File: src/rtl/syscall_print_unit_pkg.sv
// Shared syscall definitions: service codes, register numbers, FSM state
// encoding and the character helper used by the print unit.
package syscall_print_unit_pkg;

  localparam logic [31:0] SYS_PRINT_INT  = 32'd1;
  localparam logic [31:0] SYS_PRINT_STR  = 32'd4;
  localparam logic [31:0] SYS_EXIT       = 32'd10;
  localparam logic [31:0] SYS_PRINT_CHAR = 32'd11;

  // Same register numbers the hazard unit compares against for the syscall stall.
  localparam logic [4:0] REG_V0 = 5'd2;
  localparam logic [4:0] REG_A0 = 5'd4;

  typedef enum logic [2:0] {
    ST_IDLE     = 3'd0,
    ST_STR_REQ  = 3'd1,
    ST_STR_WAIT = 3'd2,
    ST_EMIT     = 3'd3,
    ST_INT_CONV = 3'd4,
    ST_DONE     = 3'd5,
    ST_HALT     = 3'd6
  } st_e;

  typedef enum logic [1:0] {
    K_CHAR = 2'd0,
    K_STR  = 2'd1,
    K_INT  = 2'd2
  } kind_e;

  function automatic logic [7:0] ascii_digit(input logic [3:0] d);
    return 8'h30 + {4'h0, d};
  endfunction

endpackage

File: src/rtl/syscall_print_unit_if.sv
// Pipeline, memory and console signals of the syscall print unit, plus a
// debug view of the FSM state.
interface syscall_print_unit_if #(parameter int ADDR_W = 32);
  import syscall_print_unit_pkg::*;

  // char_valid/char_ready: a character moves on a cycle where both are high;
  // once char_valid rises it stays high with char_data frozen until that cycle.
  logic              syscall_valid;
  logic [31:0]       v0;
  logic [31:0]       a0;
  logic              mem_req;
  logic [ADDR_W-1:0] mem_addr;
  logic [7:0]        mem_rdata;
  logic              char_valid;
  logic [7:0]        char_data;
  logic              char_ready;
  logic              sys_busy;
  logic              sys_done;
  logic              halted;
  st_e               state;

  modport slave (
    input  syscall_valid, v0, a0, mem_rdata, char_ready,
    output mem_req, mem_addr, char_valid, char_data, sys_busy, sys_done, halted, state
  );

  modport master (
    output syscall_valid, v0, a0, mem_rdata, char_ready,
    input  mem_req, mem_addr, char_valid, char_data, sys_busy, sys_done, halted, state
  );

endinterface

File: src/rtl/syscall_print_unit_bin2dec_serial.sv
// Iterative double-dabble converter (32-bit binary to 10 BCD digits), present
// only when SYSCALL_PRINT_INT_EN is defined; done pulses 32 cycles after start.
`ifdef SYSCALL_PRINT_INT_EN
module bin2dec_serial (
  input  logic        clk,
  input  logic        reset,
  input  logic        start,
  input  logic [31:0] value,
  output logic        done,
  output logic [39:0] bcd
);

  logic [31:0] bin;
  logic [4:0]  cnt;
  logic        busy;
  logic [71:0] step_start;
  logic [71:0] step_run;

  function automatic logic [71:0] dd_step(input logic [39:0] b, input logic [31:0] v);
    logic [39:0] adj;
    adj = b;
    for (int i = 0; i < 10; i++) begin
      if (adj[i*4 +: 4] >= 4'd5) adj[i*4 +: 4] = adj[i*4 +: 4] + 4'd3;
    end
    return {adj, v} << 1;
  endfunction

  // The first shift happens on the start edge so the 32nd lands 31 edges later.
  assign step_start = dd_step(40'd0, value);
  assign step_run   = dd_step(bcd, bin);

  always_ff @(posedge clk or posedge reset) begin
    if (reset) begin
      bin  <= '0;
      bcd  <= '0;
      cnt  <= '0;
      busy <= 1'b0;
      done <= 1'b0;
    end else begin
      done <= 1'b0;
      if (start) begin
        {bcd, bin} <= step_start;
        cnt        <= 5'd1;
        busy       <= 1'b1;
      end else if (busy) begin
        {bcd, bin} <= step_run;
        cnt        <= cnt + 5'd1;
        if (cnt == 5'd31) begin
          busy <= 1'b0;
          done <= 1'b1;
        end
      end
    end
  end

endmodule
`endif

File: src/rtl/syscall_print_unit.sv
// Output-syscall service unit beside decode: print_char, print_string, exit,
// and print_int when SYSCALL_PRINT_INT_EN is defined.
module syscall_print_unit
  import syscall_print_unit_pkg::*;
#(
  parameter int MAX_STR_LEN = 256,
  parameter int ADDR_W      = 32
) (
  input  logic clk,
  input  logic reset,
  syscall_print_unit_if.slave bus
);

  localparam int CNT_W = $clog2(MAX_STR_LEN + 1);

  st_e               state, state_n;
  kind_e             kind, kind_n;
  logic [ADDR_W-1:0] addr, addr_n;
  logic [CNT_W-1:0]  count, count_n;
  logic [7:0]        char_q, char_n;

`ifdef SYSCALL_PRINT_INT_EN
  logic        neg, neg_n;
  logic [3:0]  dig_idx, dig_idx_n;
  logic        dig_left, dig_left_n;
  logic        conv_start;
  logic        conv_done;
  logic [39:0] conv_bcd;
  logic [31:0] conv_mag;
  logic [3:0]  lead;

  // Magnitude as unsigned so the most negative value converts correctly.
  assign conv_mag = bus.a0[31] ? (32'd0 - bus.a0) : bus.a0;

  bin2dec_serial u_bin2dec (
    .clk   (clk),
    .reset (reset),
    .start (conv_start),
    .value (conv_mag),
    .done  (conv_done),
    .bcd   (conv_bcd)
  );

  always_comb begin
    lead = 4'd0;
    for (int i = 0; i < 10; i++) begin
      if (conv_bcd[i*4 +: 4] != 4'd0) lead = 4'(i);
    end
  end
`endif

  always_ff @(posedge clk or posedge reset) begin
    if (reset) begin
      state    <= ST_IDLE;
      kind     <= K_CHAR;
      addr     <= '0;
      count    <= '0;
      char_q   <= '0;
`ifdef SYSCALL_PRINT_INT_EN
      neg      <= 1'b0;
      dig_idx  <= '0;
      dig_left <= 1'b0;
`endif
    end else begin
      state    <= state_n;
      kind     <= kind_n;
      addr     <= addr_n;
      count    <= count_n;
      char_q   <= char_n;
`ifdef SYSCALL_PRINT_INT_EN
      neg      <= neg_n;
      dig_idx  <= dig_idx_n;
      dig_left <= dig_left_n;
`endif
    end
  end

  always_comb begin
    state_n = state;
    kind_n  = kind;
    addr_n  = addr;
    count_n = count;
    char_n  = char_q;
`ifdef SYSCALL_PRINT_INT_EN
    neg_n      = neg;
    dig_idx_n  = dig_idx;
    dig_left_n = dig_left;
    conv_start = 1'b0;
`endif
    case (state)
      ST_IDLE: begin
        if (bus.syscall_valid) begin
          if (bus.v0 == SYS_PRINT_CHAR) begin
            kind_n  = K_CHAR;
            char_n  = bus.a0[7:0];
            state_n = ST_EMIT;
          end else if (bus.v0 == SYS_PRINT_STR) begin
            kind_n  = K_STR;
            addr_n  = bus.a0[ADDR_W-1:0];
            count_n = '0;
            state_n = ST_STR_REQ;
          end else if (bus.v0 == SYS_EXIT) begin
            state_n = ST_HALT;
`ifdef SYSCALL_PRINT_INT_EN
          end else if (bus.v0 == SYS_PRINT_INT) begin
            kind_n     = K_INT;
            neg_n      = bus.a0[31];
            conv_start = 1'b1;
            state_n    = ST_INT_CONV;
`endif
          end else begin
            state_n = ST_DONE;
          end
        end
      end
      ST_STR_REQ:  state_n = ST_STR_WAIT;
      ST_STR_WAIT: begin
        if (bus.mem_rdata == 8'h00) begin
          state_n = ST_DONE;
        end else begin
          char_n  = bus.mem_rdata;
          state_n = ST_EMIT;
        end
      end
`ifdef SYSCALL_PRINT_INT_EN
      ST_INT_CONV: begin
        if (conv_done) begin
          state_n    = ST_EMIT;
          dig_left_n = 1'b1;
          if (neg) begin
            char_n    = 8'h2d;
            dig_idx_n = lead;
          end else begin
            char_n = ascii_digit(conv_bcd[{lead, 2'b00} +: 4]);
            if (lead == 4'd0) dig_left_n = 1'b0;
            else              dig_idx_n  = lead - 4'd1;
          end
        end
      end
`endif
      ST_EMIT: begin
        if (bus.char_ready) begin
          case (kind)
            K_STR: begin
              addr_n  = addr + ADDR_W'(1);
              count_n = count + CNT_W'(1);
              state_n = (count_n == CNT_W'(MAX_STR_LEN)) ? ST_DONE : ST_STR_REQ;
            end
`ifdef SYSCALL_PRINT_INT_EN
            K_INT: begin
              if (dig_left) begin
                char_n = ascii_digit(conv_bcd[{dig_idx, 2'b00} +: 4]);
                if (dig_idx == 4'd0) dig_left_n = 1'b0;
                else                 dig_idx_n  = dig_idx - 4'd1;
              end else begin
                state_n = ST_DONE;
              end
            end
`endif
            default: state_n = ST_DONE;
          endcase
        end
      end
      ST_DONE: state_n = ST_IDLE;
      ST_HALT: state_n = ST_HALT;
      default: state_n = ST_IDLE;
    endcase
  end

  assign bus.mem_req    = (state == ST_STR_REQ);
  assign bus.mem_addr   = addr;
  assign bus.char_valid = (state == ST_EMIT);
  assign bus.char_data  = char_q;
  assign bus.sys_busy   = ((state == ST_IDLE) && bus.syscall_valid) ||
                          ((state != ST_IDLE) && (state != ST_DONE));
  assign bus.sys_done   = (state == ST_DONE);
  assign bus.halted     = (state == ST_HALT);
  assign bus.state      = state;

endmodule

File: src/flat_wrapper.sv
// flat-port wrapper written by rule: the top's interface ports become plain ports
module syscall_print_unit_flat import syscall_print_unit_pkg::*;
#(
  parameter int MAX_STR_LEN = 256,
  parameter int ADDR_W      = 32
)
  (clk, reset, bus_syscall_valid, bus_v0, bus_a0, bus_mem_rdata, bus_char_ready, bus_mem_req, bus_mem_addr, bus_char_valid, bus_char_data, bus_sys_busy, bus_sys_done, bus_halted, bus_state);
  syscall_print_unit_if #(.ADDR_W(ADDR_W)) bus_i ();
  input  logic clk;
  input  logic reset;
  input wire logic [$bits(bus_i.syscall_valid)-1:0] bus_syscall_valid;
  input wire logic [$bits(bus_i.v0)-1:0] bus_v0;
  input wire logic [$bits(bus_i.a0)-1:0] bus_a0;
  input wire logic [$bits(bus_i.mem_rdata)-1:0] bus_mem_rdata;
  input wire logic [$bits(bus_i.char_ready)-1:0] bus_char_ready;
  output wire logic [$bits(bus_i.mem_req)-1:0] bus_mem_req;
  output wire logic [$bits(bus_i.mem_addr)-1:0] bus_mem_addr;
  output wire logic [$bits(bus_i.char_valid)-1:0] bus_char_valid;
  output wire logic [$bits(bus_i.char_data)-1:0] bus_char_data;
  output wire logic [$bits(bus_i.sys_busy)-1:0] bus_sys_busy;
  output wire logic [$bits(bus_i.sys_done)-1:0] bus_sys_done;
  output wire logic [$bits(bus_i.halted)-1:0] bus_halted;
  output wire logic [$bits(bus_i.state)-1:0] bus_state;
  assign bus_i.syscall_valid = bus_syscall_valid;
  assign bus_i.v0 = bus_v0;
  assign bus_i.a0 = bus_a0;
  assign bus_i.mem_rdata = bus_mem_rdata;
  assign bus_i.char_ready = bus_char_ready;
  assign bus_mem_req = bus_i.mem_req;
  assign bus_mem_addr = bus_i.mem_addr;
  assign bus_char_valid = bus_i.char_valid;
  assign bus_char_data = bus_i.char_data;
  assign bus_sys_busy = bus_i.sys_busy;
  assign bus_sys_done = bus_i.sys_done;
  assign bus_halted = bus_i.halted;
  assign bus_state = bus_i.state;
  syscall_print_unit #(.MAX_STR_LEN(MAX_STR_LEN), .ADDR_W(ADDR_W)) u_core (.clk(clk), .reset(reset), .bus(bus_i));
endmodule
File: config.mk
export PLATFORM = sky130hd
export DESIGN_NAME = syscall_print_unit_flat
export DESIGN_NICKNAME = d
export VERILOG_FILES = /design/src/rtl/syscall_print_unit_pkg.sv /design/src/rtl/syscall_print_unit_if.sv /design/src/rtl/syscall_print_unit_bin2dec_serial.sv /design/src/rtl/syscall_print_unit.sv /design/src/flat_wrapper.sv
export SDC_FILE = /design/constraint.sdc
export NUM_CORES = 1
export LEC_CHECK = 0
export ABC_AREA = 1
export CAP_MARGIN = 25
export CORE_MARGIN = 1
export CORE_UTILIZATION = 51
export DETAILED_ROUTE_END_ITERATION = 8
export PLACE_DENSITY = 0.87
export SLEW_MARGIN = 20
export SYNTH_ARGS = -nofsm -noshare
export SYNTH_HDL_FRONTEND = slang
export SYNTH_SLANG_ARGS = --single-unit
File: constraint.sdc
create_clock -name clk -period 3.5 [get_ports clk]
set_input_delay 0.35 -clock clk [delete_from_list [all_inputs] [get_ports clk]]
set_output_delay 0.35 -clock clk [all_outputs]
set_load 0.1 [all_outputs]
==> results.cfg, run 1 <==
[timing]
hold_slack_ns = 0.495
slew_headroom_pct = 32.7
setup-tns-final_ns = 0
finalSetupViolations = 0
fmax_mhz = 381
finalCritPeriodShare_pct = 74.9
tightest_slew_ns = 1.01
skew_ns = 0.00771
fin_crit_ns = 2.62
hold_viol = 0
finalMaxSlewViolations = 0
rsz0062_at_grt = false

[layout]
antenna_cells = 0
final_nets = 863
fillers = 660
areaGrowthSynthToFinish_pct = 35.1
layout_commonest_cell = nand2_1
drive_gt1_share_pct = 4.45
fin_util_pct = 72.5
layout_common_cells = 295 x nand2_1, 121 x clkdlybuf4s50_1, 103 x nor2_1

[cts]
clock_latency_ns = 0.32
cts_tree = built
h-tree-depth = 2
clk_pin_slew_ns = 0.10
post_cts_buffers = 0
clock_path_buffers = 2
cts_resized = 0
cts-root-buf = clkbuf_8
cts_buffers = 5
cts_sinks = 53
holdBufCountCts = 0

[floorplan]
ioPinCount = 124
placeableCoreArea_um2 = 7410
initial_core_util_pct = 53.6
die_area_um2 = 8150
die_h_um = 90.3
die_w_um = 90.3
rows = 31

[placed_design]
hpwlAfterDp_um = 8990
io_buffers = 123
gp_congestion = 0.977

[setup_path]
slowest_delay_ns = 1.17
endpoint_kind = output port
cp.arrival_ns = 2.27
worst_r2r_endpoint = u_core.count[0]$_DFFE_PP0P_
crit_chain = inv_2, nor2_1, clkdlybuf4s50_1
crit_end = bus_halted
r2r_slack_ns = 1.28
startpoint_type = flop
required_ns = 3.15
crit_path_max_fanout = 6
rr_worst_depth = 10
critPathSlowestCell = clkdlybuf4s50_1
crit_type = reg2out
crit_start = u_core.bus.state[2]$_DFFE_PP0P_
r2r-start = u_core.bus.state[2]$_DFFE_PP0P_

[synth]
synth-seq-area-share_pct = 33.4
syn-cell-area_um2 = 3970
synthSimpleGateAreaFrac_pct = 46.9
synth-xor-area-share_pct = 1.10
synthAdderAreaFrac_pct = 0.630
ys_ff_latch = 53
synth-main-ff-cell = dfrtp_1
synth_compound_area_share_pct = 7.08
synth_top_family_by_area = simple AND/OR/NAND/NOR gates
yosysUniqueCellTypes = 32
synthArstFlopShare_pct = 100
synth_edf_count = 0
yosys_warnings = 0
syn_area_per_cell_um2 = 5.96
netlist_instances = 667
synthMuxAreaShare_pct = 2.02
syn_nets = 745

[global_routing]
antenna_found_initial = 0
grt_pass1_vias = 4284
grt_pass1_wl_um = 19700
grt-ovfl-total = 0
grt_max_degree = 47
track_usage_pct = 29.3

[drt]
antenna_left = 0
drt_wl_total_um = 11600
drt_pre_antenna_iters = 5
drt_iter0_markers = 256
viasPerCell = 5.10
drc = 0
wl_per_cell_um = 13.1
vias = 4514

[power]
pwr-share-clk_pct = 6.7
power_frac_seq_pct = 22.3
p_sw_share_pct = 63.9
power.internal_mw = 1.93
vdd_drop_max_mv = 0.860
combPwrFrac_pct = 71.0
power_switching_mw = 3.42
p_leak_nw = 2.52
power_density_nw_per_um2 = 996
finalPower_mw = 5.35

[status]
outcome = finished clean

[job]
maxCapViolCount = 0

[hold_path]
hold_class = in2async
state kept, by name (all words and copies together), names as in the netlist:
name                  cells
u_core.bus.char_data      8
u_core.bus.mem_addr      32
u_core.bus.state          3
u_core.count              9
u_core.kind               1
worst max-delay path, delay by kind of cell, from the launching register on:
family	cells	cell delay, ns
flip-flops	1	0.50
buffers and inverters	2	1.28
AND/OR/NAND/NOR	1	0.17
synth_stat cells (6+ instances only):
| library cell | n | area share [%] |
|---|---|---|
| or2_2 | 8 | 1.3 |
| o21ai_1 | 18 | 2.3 |
| mux2i_1 | 8 | 2.0 |
| a21oi_1 | 6 | 0.76 |
| nand3_1 | 35 | 4.4 |
| nor2_1 | 104 | 9.8 |
| dfrtp_1 | 53 | 33 |
| clkbuf_1 | 6 | 0.57 |
| inv_1 | 67 | 6.3 |
| o21ai_0 | 16 | 2.0 |
| nand2_1 | 295 | 28 |
kinds of logic after synthesis:
| group | after synthesis |
|---|---|
| adder cells (fa/ha/maj) | 2 |
| flip-flops | 53 |
| buffers and inverters | 86 |
| AO/OA/AOI/OAI | 50 |
| AND/OR/NAND/NOR | 463 |
| XOR/XNOR | 5 |
| multiplexers | 8 |
how the worst min path moves through the flow:
| stage | to | slack, ns | cells past startpoint |
|---|---|---|---|
| after floorplan | u_core.kind[0]$_DFFE_PP0P_ | 0.47 | 2 |
| after global placement | u_core.bus.char_data[4]$_DFFE_PP0P_ | 0.48 | 2 |
| after detailed placement | u_core.bus.char_data[3]$_DFFE_PP0P_ | 0.48 | 2 |
| after CTS | u_core.bus.char_data[3]$_DFFE_PP0P_ | 0.51 | 2 |
| after global routing | u_core.bus.char_data[6]$_DFFE_PP0P_ | 0.54 | 2 |
| final | u_core.count[7]$_DFFE_PP0P_ | 0.50 | 2 |
stage by stage:
step / area, µm² / setup WS (ns) / cells
after floorplan: 3980 / 0.226 / 667
after global placement: 5280 / 1.16 / 877
after detailed placement: 5280 / 1.00 / 877
after CTS: 5370 / 0.881 / 885
after global routing: 5370 / 0.770 / 885
final: 5370 / 0.878 / 885
power by group through the flow:
stage | clock network [mW] | logic, mW | registers, mW
5_1_grt | 0.382 | 4.05 | 1.24
4_1_cts | 0.356 | 3.81 | 1.18
3_3_place_gp | 0 | 3.73 | 1.18
2_1_floorplan | 0 | 1.30 | 2.80
3_5_place_dp | 0 | 3.80 | 1.19
6_report | 0.357 | 3.80 | 1.19
per-layer routing:
| metal | up-vias | part of all wire [%] | GRT usage [%] | wire length, µm |
|---|---|---|---|---|
| li1 | 2288 | - | - | - |
| met1 | 2049 | 44 | 38.3 | 5110 |
| met2 | 154 | 48 | 50.8 | 5580 |
| met3 | 23 | 5.3 | 3.70 | 612 |
| met4 | 0 | 2.1 | 8.33 | 244 |
| met5 | - | 0 | 0 | 0 |
cell type report:
class                           count  area, µm²  area share, %
Clock inverter                      3       17.5          0.326
Clock buffer                        5       68.8           1.28
Inverter                           69        259           4.83
Tap cell                           99        124           2.31
Sequential cell                    53       1330           24.7
Multi-Input combinational cell    528       2300           42.8
Timing Repair Buffer              128       1280           23.8
Power figures use the tool's default switching activity.
==> run 2, diff against run 1 <==
CORE_UTILIZATION = 43   (was 51)
PLACE_DENSITY = 0.78   (was 0.87)
clock period = 2.3 ns   (was 3.5 ns; I/O delays follow)
==> results.cfg, run 2 (same netlist as run 1, synthesis figures left out) <==
[drt]
vias = 4389
wl_per_cell_um = 12.4
drt_pre_antenna_iters = 7
drc = 4
drt_iter0_markers = 189
antenna_left = 0
viasPerCell = 4.90
drt_wl_total_um = 11100

[timing]
rsz0062_at_grt = false
finalSetupViolations = 0
finalCritPeriodShare_pct = 86.9
setup-tns-final_ns = 0
setup_ws_ns = 0.302
skew_ns = 0.00915
fmax_mhz = 500
hold_slack_ns = 0.256
tightest_slew_ns = 0.593
fin_crit_ns = 2.00
slew_headroom_pct = 60.4
finalMaxSlewViolations = 0
hold_viol = 0

[placed_design]
dp_worst_setup_slack_ns = 0.188
io_buffers = 123
gp_congestion = 0.973
hpwlAfterDp_um = 8770

[setup_path]
crit_type = reg2reg
cpLargestDelayFamily = simple AND/OR/NAND/NOR gates
crit_path_max_fanout = 24
critPathSlowestCell = dfrtp_1
required_ns = 2.50
crit_start = u_core.bus.state[2]$_DFFE_PP0P_
crit_chain = inv_2, nand3_2, or2_1, o21ai_2, inv_2, nand3_1, buf_4, nor2_2, nand2_1, nand2_1
startpoint_type = flop
slowest_delay_ns = 0.47
cp.arrival_ns = 2.20
endpoint_kind = flop
crit_buf_inv = 3
r2r-start = u_core.bus.state[2]$_DFFE_PP0P_

[hold_path]
hold_class = in2async

[power]
p_leak_nw = 2.61
vdd_drop_max_mv = 1.49
power_density_nw_per_um2 = 1530

[layout]
layout_commonest_cell = nand2_1
final_nets = 865
layout_common_cells = 295 x nand2_1, 101 x nor2_1, 75 x clkdlybuf4s50_1
drive_gt1_share_pct = 11.0
antenna_cells = 0
areaGrowthSynthToFinish_pct = 35.0
largest_register_ffs = 32
fillers = 873
fin_util_pct = 60.6

[cts]
cts_tree = built
holdBufCountCts = 0
cts-root-buf = clkbuf_8
clock_path_buffers = 2
cts_buffers = 5
h-tree-depth = 2
clock_latency_ns = 0.31
cts_sinks = 53
post_cts_buffers = 0
clk_pin_slew_ns = 0.09
cts_resized = 0

[global_routing]
antenna_found_initial = 0
grt_pass1_wl_um = 19100
grt_pass1_vias = 4165
grt_max_degree = 39
grt-ovfl-total = 0
track_usage_pct = 24.1

[job]
maxCapViolCount = 0

[floorplan]
rows = 34
die_w_um = 98.1
placeableCoreArea_um2 = 8850
die_area_um2 = 9630
initial_core_util_pct = 44.9
ioPinCount = 124
die_h_um = 98.1

[status]
outcome = finished, violations left
violations = design-rule violations
## run 2: cell count changes in the layout (fill, tap and decap cells not counted), sizes merged
cell	before	now
buf	7	55
bufinv	0	1
clkbuf	5	6
clkdlybuf4s50	121	75
clkinv	2	1
clkinvlp	1	0
## run 2: worst paths after layout
check / end / slack, ns / depth (start not counted)
setup / recovery: u_core.count[1]$_DFFE_PP0P_ / 0.30 / 10
hold / removal: u_core.count[6]$_DFFE_PP0P_ / 0.26 / 2
setup reg to reg: u_core.count[1]$_DFFE_PP0P_ / 0.30 / 10
hold reg to reg: u_core.bus.char_data[2]$_DFFE_PP0P_ / 0.51 / 2
max in group asynchronous: u_core.bus.mem_addr[14]$_DFFE_PP0P_ / 1.50 / 3
min in group clk: u_core.bus.char_data[2]$_DFFE_PP0P_ / 0.51 / 2
## run 2: layout make-up
cell class              instances  area, µm²  area share (%)
clock inverters                 2       35.0           0.653
inverters                      69        259            4.83
flip-flops and latches         53       1330            24.8
repair buffers                130       1210            22.6
well taps                     108        135            2.52
clock buffers                   6       72.6            1.35
multi-input cells             528       2320            43.3
## run 2: routing by layer
layer	track usage, %	share of wire [%]	vias up
li1	-	-	2300
met1	33.1	47	1947
met2	40.3	46	124
met3	2.93	5.2	18
met4	6.54	1.6	0
met5	0	0	-
## run 2: metrics by stage
stage                     std cells  instance area [µm²]  power [mW]
after floorplan                 667                 4010        6.28
after global placement          888                 5260        7.50
after detailed placement        888                 5260        7.59
after CTS                       896                 5370        8.24
after global routing            896                 5370        8.68
final                           896                 5370        8.21
## run 2: where the power goes
group	switching [mW]	total (mW)	internal [mW]	leakage, nW
clock network	0.314	0.637	0.324	0.0552
logic	4.40	5.75	1.35	1.89
registers	0.500	1.82	1.32	0.667
total	5.22	8.21	3.00	2.61
## run 2: worst register-to-register path: cells and delay by family, from the launching register on
family,cells,cell delay (ns)
AOI/OAI and AO/OA,1,0.09
buffers and inverters,3,0.50
DFF,1,0.47
and+or+nand+nor,6,0.83
==> RTL change 1, RTL diff (settings of run 2) <==
Re-encode `kind_e` (3 values) as one-hot, 3 bits wide.
--- a/src/rtl/syscall_print_unit_pkg.sv
+++ b/src/rtl/syscall_print_unit_pkg.sv
@@ -23,6 +23,6 @@
 
-  typedef enum logic [1:0] {
-    K_CHAR = 2'd0,
-    K_STR  = 2'd1,
-    K_INT  = 2'd2
+  typedef enum logic [2:0] {
+    K_CHAR = 3'b001,
+    K_STR  = 3'b010,
+    K_INT  = 3'b100
   } kind_e;
Check against the original RTL: no difference found for any inputs over 10 cycles, from zero or initial values and one cycle with reset high; not proved beyond that.
==> RTL change 1 against run 2 <==
Synthesized area increased by 0.91%. Worst setup slack got worse by 0.056 ns. Synthesized cell count increased by 0.90%. Clock power increased by 23%. Global-route usage increased by 1.7 points. Final area increased by 1.7%. Total power increased by 3.2%. Wire length increased by 6.9%. Clock skew decreased by 0.00072 ns. Sequential cell count increased by 1. Critical path type unchanged. Largest power group unchanged.
==> RTL change 1: results (changes against run 2) <==
[yosys]
post_synth_num_cell_types = 33  ; +3.1%
postSynthNetCount = 751  ; +0.81%
most_frequent_cells_after_synthesis = sky130_fd_sc_hd__nand2_1 (296), sky130_fd_sc_hd__nor2_1 (87), sky130_fd_sc_hd__inv_1 (79), sky130_fd_sc_hd__dfrtp_1 (53), sky130_fd_sc_hd__nand3_1 (42)
postSynth.asyncResetShare = 1.000  ; unchanged
synth-seq-area-share = 0.3373  ; +0.003532
post_synth_main_area_contributors = sky130_fd_sc_hd__dfrtp_1 (33%), sky130_fd_sc_hd__nand2_1 (28%), sky130_fd_sc_hd__nor2_1 (8.1%), sky130_fd_sc_hd__inv_1 (7.4%), sky130_fd_sc_hd__nand3_1 (5.2%)
yosysWarnings = 0  ; unchanged
synthFlopType = sky130_fd_sc_hd__dfrtp_1

[drt]
dr.first_iter.drc_count = 261  ; +38%
avgViaCountPerCell = 5.095  ; +4.0%
avgRoutedWirePerCell_um = 13.18  ; +6.0%
number_of_iterations_in_the_first_detailed_routing_pass = 5  ; -2

[layout]
number_of_inserted_filler_cells_in_the_final_layout = 858  ; -1.7%
largest_register_ffs = 32  ; unchanged
final_layout_size_suffix_gt1_frac = 0.1043  ; -0.006135
finish.net_count = 873  ; +0.92%
diodes = 0  ; unchanged

[clocking]
clk_root_buffer_cell = sky130_fd_sc_hd__clkbuf_8
clkLatencyLatePin_ns = 0.32
cts_made_buffers = 5  ; unchanged
htreeDepth = 2  ; unchanged
postCtsSetupBuffers = 0  ; unchanged
path_clk_slew_ns = 0.11  ; +0.02 ns
post_cts_resize_count = 0  ; unchanged
clock_tree.buffer_depth = 2  ; unchanged

[pwr]
vdd_drop_max_mv = 1.048  ; -30%
leakagePower_nw = 2.701  ; +3.4%

[hold_path]
hold_class = input port to asynchronous set/reset pin

[placement]
globalplace.congestion = 0.9195  ; -5.4%
placement.io_buffers = 123  ; unchanged
total_half_perimeter_wirelength_after_legalization_and_detailed_placement_mm = 9.260  ; +5.5%

[global_route]
global_route.usage.total = 0.2586  ; +0.01734
grt_first_pass_wirelength_mm = 20.33  ; +6.7%
antenna_violations_before_repair = 0  ; unchanged
pin_count_of_the_biggest_net_entering_global_routing = 42  ; +7.7%
vias_in_the_first_global_route = 4425  ; +6.2%

[critical_path]
critPathMaxStageDelay_ns = 0.42  ; -0.05 ns
critical_path.top_delay_family = simple AND/OR/NAND/NOR gates
cpMaxStageDelayCell = sky130_fd_sc_hd__dfrtp_2
critical_path.max_fanout = 6  ; -75%
cp_data_arrival_time_ns = 2.27  ; +0.07 ns

[sta]
tightest_slew_ns = 0.5850  ; -0.007943 ns
fin_skew_ns = 0.008429  ; -0.0007245 ns

[run_status]
status = finished clean

[RTL change 1: worst paths after layout]
kind | from | to | slack (ns) | depth (start not counted)
max in group asynchronous | reset | u_core.bus.mem_addr[15] | 1.46 | 3
min in group clk | u_core.kind[0] | u_core.kind[0] | 0.47 | 2
worst min register to register | u_core.kind[0] | u_core.kind[0] | 0.47 | 2
worst max-delay path | u_core.bus.mem_addr[0] | u_core.bus.mem_addr[18] | 0.25 | 10
worst max register to register | u_core.bus.mem_addr[0] | u_core.bus.mem_addr[18] | 0.25 | 10
worst min-delay path | reset | u_core.bus.state[0] | 0.29 | 2
[RTL change 1: area by class of cell]
class	instances	share of cell area
clock buffer	5	0.01261
inverter	81	0.05571
clock inverter	3	0.01261
timing repair buffer	131	0.2238
multi-input combinational	522	0.4218
tap	108	0.02476
sequential	54	0.2487
[RTL change 1: kinds of logic after synthesis]
kind of cell,share of synthesized area
fa+ha+maj,0.006239
flops,0.3373
mux,0.004992
simple gates,0.4627
buf+inv,0.09579
compound gates,0.08424
xor+xnor,0.008738
[RTL change 1: per-stage QoR]
stage / power (mW) / area (um^2) / instances / setup slack, ns / hold WS, ns
after global routing: 8.972 / 5458 / 904 / 0.1243 / 0.3408
final: 8.471 / 5458 / 904 / 0.2456 / 0.2933
after global placement: 7.598 / 5320 / 896 / 0.3544 / 0.4540
after CTS: 8.475 / 5458 / 904 / 0.2553 / 0.3124
after floorplan: 6.300 / 4045 / 673 / -0.1900 / 0.4204
after detailed placement: 7.689 / 5320 / 896 / 0.2611 / 0.4631
[RTL change 1: where the power goes]
| group | total, mW | internal [mW] | switching [mW] |
|---|---|---|---|
| Clock | 0.781 | 0.437 | 0.344 |
| Sequential | 1.84 | 1.34 | 0.503 |
| Combinational | 5.85 | 1.36 | 4.48 |
| Total | 8.47 | 3.14 | 5.33 |
[RTL change 1: per-layer routing]
metal  track usage  vias to the layer above  wire (um)  part of all wire
met5             0                        -          0                 0
met4       0.08037                        0        161             0.014
met3       0.04184                       12        720             0.060
met2        0.4475                      159       5720              0.48
met1        0.3318                     2106       5315              0.45
li1              -                     2329          -                 -
[RTL change 1: worst register-to-register path, stage by stage (launching register included)]
cell and delay (ns):
sky130_fd_sc_hd__dfrtp_2 0.42, sky130_fd_sc_hd__ha_1 0.20, sky130_fd_sc_hd__nand2_1 0.09, sky130_fd_sc_hd__nor3_2 0.37, sky130_fd_sc_hd__nand3_1 0.31, sky130_fd_sc_hd__inv_1 0.19, sky130_fd_sc_hd__nand3_1 0.09, sky130_fd_sc_hd__nand3_1 0.13
sky130_fd_sc_hd__nand2_1 0.06, sky130_fd_sc_hd__nand2_1 0.05, sky130_fd_sc_hd__nand2_1 0.05
==> RTL change 2, RTL diff (config.mk and constraints of run 2) <==
Without the edit above. `ADDR_W` is set to 32 in 3 places; all go to 16.
--- a/src/rtl/syscall_print_unit_if.sv
+++ b/src/rtl/syscall_print_unit_if.sv
@@ -2,3 +2,3 @@
 // debug view of the FSM state.
-interface syscall_print_unit_if #(parameter int ADDR_W = 32);
+interface syscall_print_unit_if #(parameter int ADDR_W = 16);
   import syscall_print_unit_pkg::*;
--- a/src/rtl/syscall_print_unit.sv
+++ b/src/rtl/syscall_print_unit.sv
@@ -6,3 +6,3 @@
   parameter int MAX_STR_LEN = 256,
-  parameter int ADDR_W      = 32
+  parameter int ADDR_W      = 16
 ) (
--- a/src/flat_wrapper.sv
+++ b/src/flat_wrapper.sv
@@ -4,3 +4,3 @@
   parameter int MAX_STR_LEN = 256,
-  parameter int ADDR_W      = 32
+  parameter int ADDR_W      = 16
 )
Interface: changed (resized bus_mem_addr); port bits go from 124 to 108. The function was not compared with the original's and may differ.
==> RTL change 2 against run 2 <==
Worst setup slack lost 0.079 ns. Count of clock-buffer cells in the layout down 1. Sequential cell count fell by 16. Largest cell class unchanged. Total power shrank 30%. Largest power group unchanged. Clock power decreased by 8.5%. Final area down 29%. Wire length fell by 39%. Synthesized area shrank 30%.
==> RTL change 2: results (changes against run 2) <==
[sta]
fin_skew_ns = 0.008418  ; -0.0007349 ns

[drt]
dr.first_iter.drc_count = 134  ; -29%
drt-total-wl_mm = 6.780  ; -39%
dr_wl_met3_um = 323  ; -44%
wl_met1_mm = 3.085  ; -41%

[layout]
num-multi-input-gates = 333  ; -37%
n_all_inverters = 63  ; -8.7%
final_core_utilization = 0.6315  ; +0.02503
largest_register_ffs = 16  ; -50%
multi_input_area_share = 0.4044  ; -0.02836
clock_cell_area_share = 0.03008  ; +0.01002
seq_cells = 37  ; -30%
number_of_inserted_filler_cells_in_the_final_layout = 571  ; -35%
clkbuf_count = 5  ; -1
final_layout_size_suffix_gt1_frac = 0.1394  ; +0.02900
layout.nonclk_buf_frac = 0.2354  ; +0.009212
finish.net_count = 615  ; -29%

[yosys]
post_synth_fa_ha_maj_area_fraction = 0.009054  ; +0.002757
postSynthAreaPerCell_um2 = 6.225  ; +4.5%
post_synth_main_area_contributors = sky130_fd_sc_hd__dfrtp_1 (33%), sky130_fd_sc_hd__nand2_1 (23%), sky130_fd_sc_hd__inv_1 (8.3%), sky130_fd_sc_hd__nor2_1 (6.8%), sky130_fd_sc_hd__nand3_1 (6.3%)
most_frequent_cells_after_synthesis = sky130_fd_sc_hd__nand2_1 (170), sky130_fd_sc_hd__inv_1 (61), sky130_fd_sc_hd__nor2_1 (50), sky130_fd_sc_hd__dfrtp_1 (37), sky130_fd_sc_hd__nand3_1 (35)
synthXorXnorAreaFrac = 0.006338  ; -0.004682
synth_compound_gate_area_share = 0.1005  ; +0.02965
synth-seq-area-share = 0.3350  ; +0.001240

[placement]
place_area_um2 = 3712  ; -29%
placement.io_buffers = 91  ; -26%
placed_cells_incl_taps = 605  ; -32%
globalplace.congestion = 0.8452  ; -13%
dp_slack_ns = 0.3053  ; +0.1172 ns

[run_status]
status = finished clean

[global_route]
global_route.usage.met2 = 0.3793  ; -0.02369
grt_first_pass_wirelength_mm = 11.09  ; -42%
gr_util_met3 = 0.03626  ; +0.006915

[critical_path]
critical_path.top_delay_family = buffers and inverters
critical_path.max_fanout = 20  ; -17%
critPathMaxStageDelay_ns = 0.49  ; +0.02 ns
cp_data_arrival_time_ns = 1.85  ; -0.35 ns

[pwr]
internal_power_mw = 2.188  ; -27%
p_seq_mw = 1.18  ; -35%

[floorplan]
number_of_placement_rows = 28  ; -18%

-- RTL change 2: cell count changes after synthesis, sizes merged, moves of 6 or more --
| cell | delta |
|---|---|
| nand2 | -119 |
| nor2 | -58 |
| dfrtp | -16 |
| mux2i | -8 |
| inv | -6 |
| nand4 | +6 |
| or2 | -6 |
-- RTL change 2: path summary, 6_finish.rpt --
| kind | from | end | slack (ns) | cells past startpoint |
|---|---|---|---|---|
| worst max-delay path | u_core.bus.state[2] | bus_char_valid | 0.22 | 5 |
| worst min-delay path | reset | u_core.count[1] | 0.33 | 3 |
| worst max register to register | u_core.bus.state[2] | u_core.bus.mem_addr[12] | 0.29 | 10 |
| worst min register to register | u_core.kind[0] | u_core.kind[0] | 0.49 | 2 |
| max in group asynchronous | reset | u_core.bus.mem_addr[1] | 1.61 | 3 |
| min in group clk | u_core.kind[0] | u_core.kind[0] | 0.49 | 2 |
